## config.mk

```make
export PLATFORM = sky130hd
export DESIGN_NAME = bank_stream_ctrl
export DESIGN_NICKNAME = d
export VERILOG_FILES = /design/src/rtl/bank_stream_ctrl.sv
export SDC_FILE = /design/constraint.sdc
export NUM_CORES = 1
export LEC_CHECK = 0
export ABC_AREA = 1
export CAP_MARGIN = 5
export CORE_MARGIN = 10
export CORE_UTILIZATION = 40
export CTS_CLUSTER_SIZE = 25
export DETAILED_ROUTE_END_ITERATION = 6
export GPL_TIMING_DRIVEN = 1
export HOLD_SLACK_MARGIN = 0.05
export PLACE_DENSITY = 0.72
export SYNTH_ARGS = -nofsm -noshare
export SYNTH_HDL_FRONTEND = slang
export SYNTH_SLANG_ARGS = --single-unit
export TNS_END_PERCENT = 20
```

## constraint.sdc

```tcl
create_clock -name clk -period 10.23 [get_ports clk]
set_input_delay 1.5345 -clock clk [delete_from_list [all_inputs] [get_ports clk]]
set_output_delay 1.5345 -clock clk [all_outputs]
set_load 0.01 [all_outputs]
```

## src/rtl/bank_stream_ctrl.sv

```systemverilog
// Load/scan sequencer for a BANKS-wide true-dual-port BRAM array.
// Port A takes a word stream round-robin across banks; port B reads whole rows into a backpressured stream.

module bank_stream_lane #(
    parameter int WIDTH = 16,
    parameter int ADDR  = 8,
    parameter int WE    = WIDTH / 8
) (
    input  logic             clk,
    input  logic             rst,
    input  logic             wr_i,
    input  logic [ADDR-1:0]  addr_i,
    input  logic [WIDTH-1:0] data_i,
    output logic             ena_o,
    output logic [WE-1:0]    wea_o,
    output logic [ADDR-1:0]  addra_o,
    output logic [WIDTH-1:0] dina_o
);
    always_ff @(posedge clk or posedge rst) begin
        if (rst) begin
            ena_o   <= 1'b0;
            wea_o   <= '0;
            addra_o <= '0;
            dina_o  <= '0;
        end else begin
            ena_o   <= wr_i;
            wea_o   <= wr_i ? {WE{1'b1}} : '0;
            addra_o <= wr_i ? addr_i : '0;
            dina_o  <= wr_i ? data_i : '0;
        end
    end
endmodule

module bank_stream_ctrl #(
    parameter int BANKS = 4,
    parameter int WIDTH = 16,
    parameter int DEPTH = 256,
    parameter int ADDR  = $clog2(DEPTH),
    parameter int WE    = WIDTH / 8,
    parameter int BSEL  = $clog2(BANKS),
    parameter int LEN_W = ADDR + BSEL + 1,
    parameter int OBUF  = 4
) (
    input  logic                   clk,
    input  logic                   rst,
    input  logic                   load_start,
    input  logic [LEN_W-1:0]       load_len,
    input  logic [WIDTH-1:0]       s_tdata,
    input  logic                   s_tvalid,
    input  logic                   s_tlast,
    output logic                   s_tready,
    input  logic                   rd_start,
    input  logic [ADDR:0]          rd_len,
    output logic [BANKS*WIDTH-1:0] m_tdata,
    output logic                   m_tvalid,
    output logic                   m_tlast,
    input  logic                   m_tready,
    output logic                   busy,
    output logic                   load_done,
    output logic                   rd_done,
    output logic                   load_err,
    output logic [BANKS-1:0]       ena,
    output logic [BANKS*WE-1:0]    wea,
    output logic [BANKS*ADDR-1:0]  addra,
    output logic [BANKS*WIDTH-1:0] dina,
    output logic [BANKS-1:0]       enb,
    output logic [BANKS*ADDR-1:0]  addrb,
    input  logic [BANKS*WIDTH-1:0] doutb,
    input  logic [BANKS-1:0]       validb
);
    localparam int CW = $clog2(OBUF + 1);
    localparam int PW = (OBUF > 1) ? $clog2(OBUF) : 1;
    localparam logic [LEN_W-1:0] MAX_LOAD = LEN_W'(BANKS * DEPTH);
    localparam logic [ADDR:0]    MAX_ROWS = (ADDR + 1)'(DEPTH);

    typedef enum logic [1:0] {IDLE, LOAD, SCAN, DRAIN} state_t;

    typedef struct packed {
        logic                   last;
        logic [BANKS*WIDTH-1:0] data;
    } row_t;

    state_t           state_q, state_d;
    logic [LEN_W-1:0] wc_q, wc_d, llen_q, llen_d;
    logic [ADDR:0]    rc_q, rc_d, rlen_q, rlen_d, cap_q, cap_d;
    logic             err_q, err_d;
    logic [CW-1:0]    cnt_q, infl_q;
    logic [PW-1:0]    wr_ptr_q, rd_ptr_q;
    row_t             fifo_q [OBUF];

    logic          s_hs, issue, push, pop;
    logic [ADDR:0] rd_len_c;
    logic          unused_validb;

    // All banks read in lockstep, so bank 0's valid stands for the whole row.
    assign unused_validb = ^validb;

    assign rd_len_c  = (rd_len > MAX_ROWS) ? MAX_ROWS : rd_len;
    assign s_tready  = (state_q == LOAD) && (wc_q != llen_q);
    assign s_hs      = s_tready && s_tvalid;
    assign issue     = (state_q == SCAN) && (rc_q != rlen_q) &&
                       (({1'b0, cnt_q} + {1'b0, infl_q}) < (CW + 1)'(OBUF));
    // A row with nothing outstanding is a leftover from before reset.
    assign push      = validb[0] && (infl_q != '0);
    assign m_tvalid  = (cnt_q != '0);
    assign pop       = m_tvalid && m_tready;
    assign m_tdata   = m_tvalid ? fifo_q[rd_ptr_q].data : '0;
    assign m_tlast   = m_tvalid && fifo_q[rd_ptr_q].last;
    assign load_done = (state_q == LOAD) && (wc_q == llen_q);
    assign rd_done   = (state_q == DRAIN) && (cnt_q == '0) && (infl_q == '0);
    assign busy      = (state_q != IDLE) || (cnt_q != '0);
    assign load_err  = err_q;
    assign enb       = {BANKS{issue}};
    assign addrb     = issue ? {BANKS{rc_q[ADDR-1:0]}} : '0;

    for (genvar i = 0; i < BANKS; i++) begin : g_lane
        bank_stream_lane #(.WIDTH(WIDTH), .ADDR(ADDR), .WE(WE)) u_lane (
            .clk     (clk),
            .rst     (rst),
            .wr_i    (s_hs && (wc_q[BSEL-1:0] == BSEL'(i))),
            .addr_i  (wc_q[LEN_W-2:BSEL]),
            .data_i  (s_tdata),
            .ena_o   (ena[i]),
            .wea_o   (wea[i*WE +: WE]),
            .addra_o (addra[i*ADDR +: ADDR]),
            .dina_o  (dina[i*WIDTH +: WIDTH])
        );
    end

    always_comb begin
        state_d = state_q;
        wc_d    = wc_q;
        llen_d  = llen_q;
        err_d   = err_q;
        rc_d    = rc_q;
        rlen_d  = rlen_q;
        cap_d   = push ? cap_q + 1'b1 : cap_q;
        case (state_q)
            IDLE: begin
                if (load_start) begin
                    state_d = LOAD;
                    wc_d    = '0;
                    // Oversized loads become zero-length loads flagged as errors.
                    err_d   = (load_len > MAX_LOAD);
                    llen_d  = (load_len > MAX_LOAD) ? '0 : load_len;
                end else if (rd_start) begin
                    state_d = (rd_len_c == '0) ? DRAIN : SCAN;
                    rc_d    = '0;
                    cap_d   = '0;
                    rlen_d  = rd_len_c;
                end
            end
            LOAD: begin
                if (s_hs) begin
                    wc_d = wc_q + 1'b1;
                    if (s_tlast != (wc_q == llen_q - 1'b1)) err_d = 1'b1;
                end
                if (wc_q == llen_q) state_d = IDLE;
            end
            SCAN: begin
                if (issue) rc_d = rc_q + 1'b1;
                if (rc_q == rlen_q) state_d = DRAIN;
            end
            DRAIN: begin
                if (rd_done) state_d = IDLE;
            end
            default: state_d = IDLE;
        endcase
    end

    always_ff @(posedge clk or posedge rst) begin
        if (rst) begin
            state_q  <= IDLE;
            wc_q     <= '0;
            llen_q   <= '0;
            err_q    <= 1'b0;
            rc_q     <= '0;
            rlen_q   <= '0;
            cap_q    <= '0;
            cnt_q    <= '0;
            infl_q   <= '0;
            wr_ptr_q <= '0;
            rd_ptr_q <= '0;
        end else begin
            state_q <= state_d;
            wc_q    <= wc_d;
            llen_q  <= llen_d;
            err_q   <= err_d;
            rc_q    <= rc_d;
            rlen_q  <= rlen_d;
            cap_q   <= cap_d;
            cnt_q   <= cnt_q + CW'(push) - CW'(pop);
            infl_q  <= infl_q + CW'(issue) - CW'(push);
            if (push) wr_ptr_q <= (wr_ptr_q == PW'(OBUF - 1)) ? '0 : wr_ptr_q + 1'b1;
            if (pop)  rd_ptr_q <= (rd_ptr_q == PW'(OBUF - 1)) ? '0 : rd_ptr_q + 1'b1;
        end
    end

    // Row storage carries no reset; occupancy alone decides what is visible.
    always_ff @(posedge clk) begin
        if (push) fifo_q[wr_ptr_q] <= '{last: (cap_q == rlen_q - 1'b1), data: doutb};
    end
endmodule

```

==> impl_metrics.toml <==
[run_status]
status = "finished, final reports clean"

[logic_synthesis]
syn-cell-area_sq_um = 17600
yosysUniqueCellTypes = 35
synth.ff_latch_count = 422
synth_edf_count = 260
ys_seq_area_share_pct = 67.5
ys_warn_count = 0
syn_area_per_cell_sq_um = 10.9
async_flop_share_pct = 38.4
yosys_most_used_dff = "edfxtp_1"
synth_nets = 1749
syn-instance-count = 1617

[sta]
rsz0062_at_grt = "false"
max_freq_ghz = 0.189
maxSlewViolCount = 0
period_needed_ns = 5.30
holdWs_ns = 0.508
tns_ns = 0
skew_ns = 0.0131
max-slew-margin-rel_pct = 29.4
tightest_slew_ns = 1.06
min_period_over_period_pct = 51.8
hold_viol = 0
report.final.setup_viol = 0

[final_layout]
fillers = 3707
final_cell_mix = "415 x nor2_1, 322 x clkdlybuf4s50_1, 260 x edfxtp_1"
nNetsFinal = 2024
area_growth_pct = 28.4
mostFrequentLayoutCell = "nor2_1"
layout-drive-gt1-share_pct = 6.64

[setup_path]
worst-path-max-fanout = 98
critPathSlowestCell = "dfrtp_4"
end_kind = "output pin"
path_cells = "clkinv_2, buf_4, o21ai_0, a21oi_1, clkdlybuf4s50_1"
cp_slowest_stage_delay_ns = 0.93
cp.arrival_ns = 3.76
cp.required_ns = 8.70
path_delay_family = "buffers and inverters"
crit_buf_inv = 3
critPathLaunchType = "flip-flop"
worst-setup-path-type = "flip-flop to output pin"

[drt]
firstDrtPassIters = 5
viasPerCell = 4.96
drtIter0Drc = 906
wl_um = 46000
wl_per_cell_um = 18.3
vias = 12494
ant_nets = 0
drc = 0

[cts]
cts_buffers = 45
clkSlewWorstSetupHoldPaths_ns = 0.06
cts-root-buf = "clkbuf_16"
insertion_delay_ns = 0.56
cts_hold_buf = 0
clock_path_buffers = 3
cts_resized = 0
tritoncts = "done"
htree_levels = 2
postCtsSetupRepairBufs = 0
cts.sinks = 422

[pwr]
power_mw = 6.36
p_leak_nw = 8.92
ir_worst_vdd_mv = 0.231
power_density_nw_per_um2 = 282

[place]
routabilityCongestion = 0.843
dp_hpwl_um = 29100
io_buffer_count = 322

[grt]
grt_max_degree = 99
overflow = 0
antenna_found_initial = 8
grt_pass1_vias = 12698
grt_pass1_wl_um = 71400
grt_usage_pct = 17.0

[floorplanning]
die_h_um = 230
die_x_um = 230
rows = 76
start_util_pct = 40.6
die_area_sq_um = 52700
core-area_sq_um = 43300
ios = 326

[min_path]
hp-class = "flip-flop to flip-flop"

[job]
cap_violations = 0
cells by family after synthesis:
logic type	after synthesis	share of synthesized area, %
xor gates and xnor gates	45	2.24
buffers and inverters	220	6.03
and+or+nand+nor	662	15.4
adders and majority gates	21	1.58
DFF	422	67.5
AOI/OAI and AO/OA	247	7.28
where the power goes:
| part | total, mW | leakage (nW) | internal [mW] | switching (mW) |
|---|---|---|---|---|
| Clock | 1.64 | 0.732 | 0.977 | 0.659 |
| Sequential | 2.36 | 4.56 | 2.17 | 0.199 |
| Combinational | 2.36 | 3.63 | 0.943 | 1.41 |
area by class of cell:
type | count | area (sq um) | area share (%)
inverters | 115 | 452 | 2.00
multi-input cells | 975 | 4700 | 20.8
well taps | 585 | 732 | 3.24
diodes | 7 | 17.5 | 0.0776
repair buffers | 333 | 3310 | 14.6
clock inverters | 24 | 273 | 1.21
clock buffers | 59 | 1230 | 5.44
flip-flops and latches | 422 | 11900 | 52.6
metrics by stage:
| step | utilization, % | cell area (sq um) | setup WS [ns] | std cells |
|---|---|---|---|---|
| after detailed placement | 48.7 | 21100 | 5.49 | 2430 |
| final | 52.2 | 22600 | 4.93 | 2520 |
| after global routing | 52.1 | 22600 | 4.67 | 2515 |
| after floorplan | - | 17600 | 4.32 | 1617 |
| after CTS | 52.1 | 22600 | 4.87 | 2513 |
| after global placement | 48.7 | 21100 | 5.58 | 2430 |
registers in the layout, summed over array words and instances, names as in the netlist, 3 cells and up:
| name | cells |
|---|---|
| fifo_q | 260 |
| g_lane.u_lane.dina_o | 64 |
| g_lane.u_lane.addra_o | 32 |
| llen_q | 11 |
| wc_q | 11 |
| cap_q | 9 |
| rc_q | 9 |
| rlen_q | 9 |
| g_lane.u_lane.wea_o | 4 |
| cnt_q | 3 |
| infl_q | 3 |
cell usage after synthesis, drive strengths merged, types with 3 or more instances:
cell	instances	area, sq um
nand4	12	75.1
nor4	3	18.8
o21ai	166	861
nand2	142	591
dfrtp	162	4050
inv	115	444
xor2	30	263
nand3	50	250
a21oi	72	360
o22ai	6	37.5
buf	65	465
nor3	20	100
xnor2	15	131
edfxtp	260	7810
clkbuf	40	151
nor2	432	1650
ha	19	238
metal layers:
metal	GRT usage, %	vias to the layer above	part of all wire [%]
met3	4.79	66	7.4
met5	0	-	0.050
met4	4.63	4	2.0
met2	29.9	375	51
met1	20.1	6152	40
li1	-	5897	-
tightest hold or removal path: stages (launching register included):
cell	delay [ns]
dfrtp_1	0.37
nand2_1	0.06
nand2_1	0.05
worst paths after layout:
path                             startpoint                    endpoint  slack [ns]  cells after the start
worst min-delay path               load_err                    load_err        0.51                      2
min in group asynchronous               rst  g_lane[0].u_lane.dina_o[3]        1.51                      2
worst min register to register     load_err                    load_err        0.51                      2
max in group asynchronous               rst                    cap_q[7]        7.28                      3
worst max register to register     cnt_q[2]                   infl_q[2]        7.39                      8
worst max-delay path            rd_ptr_q[0]                  m_tdata[5]        4.93                      5
Note: power is estimated with default switching activity, not from simulation.
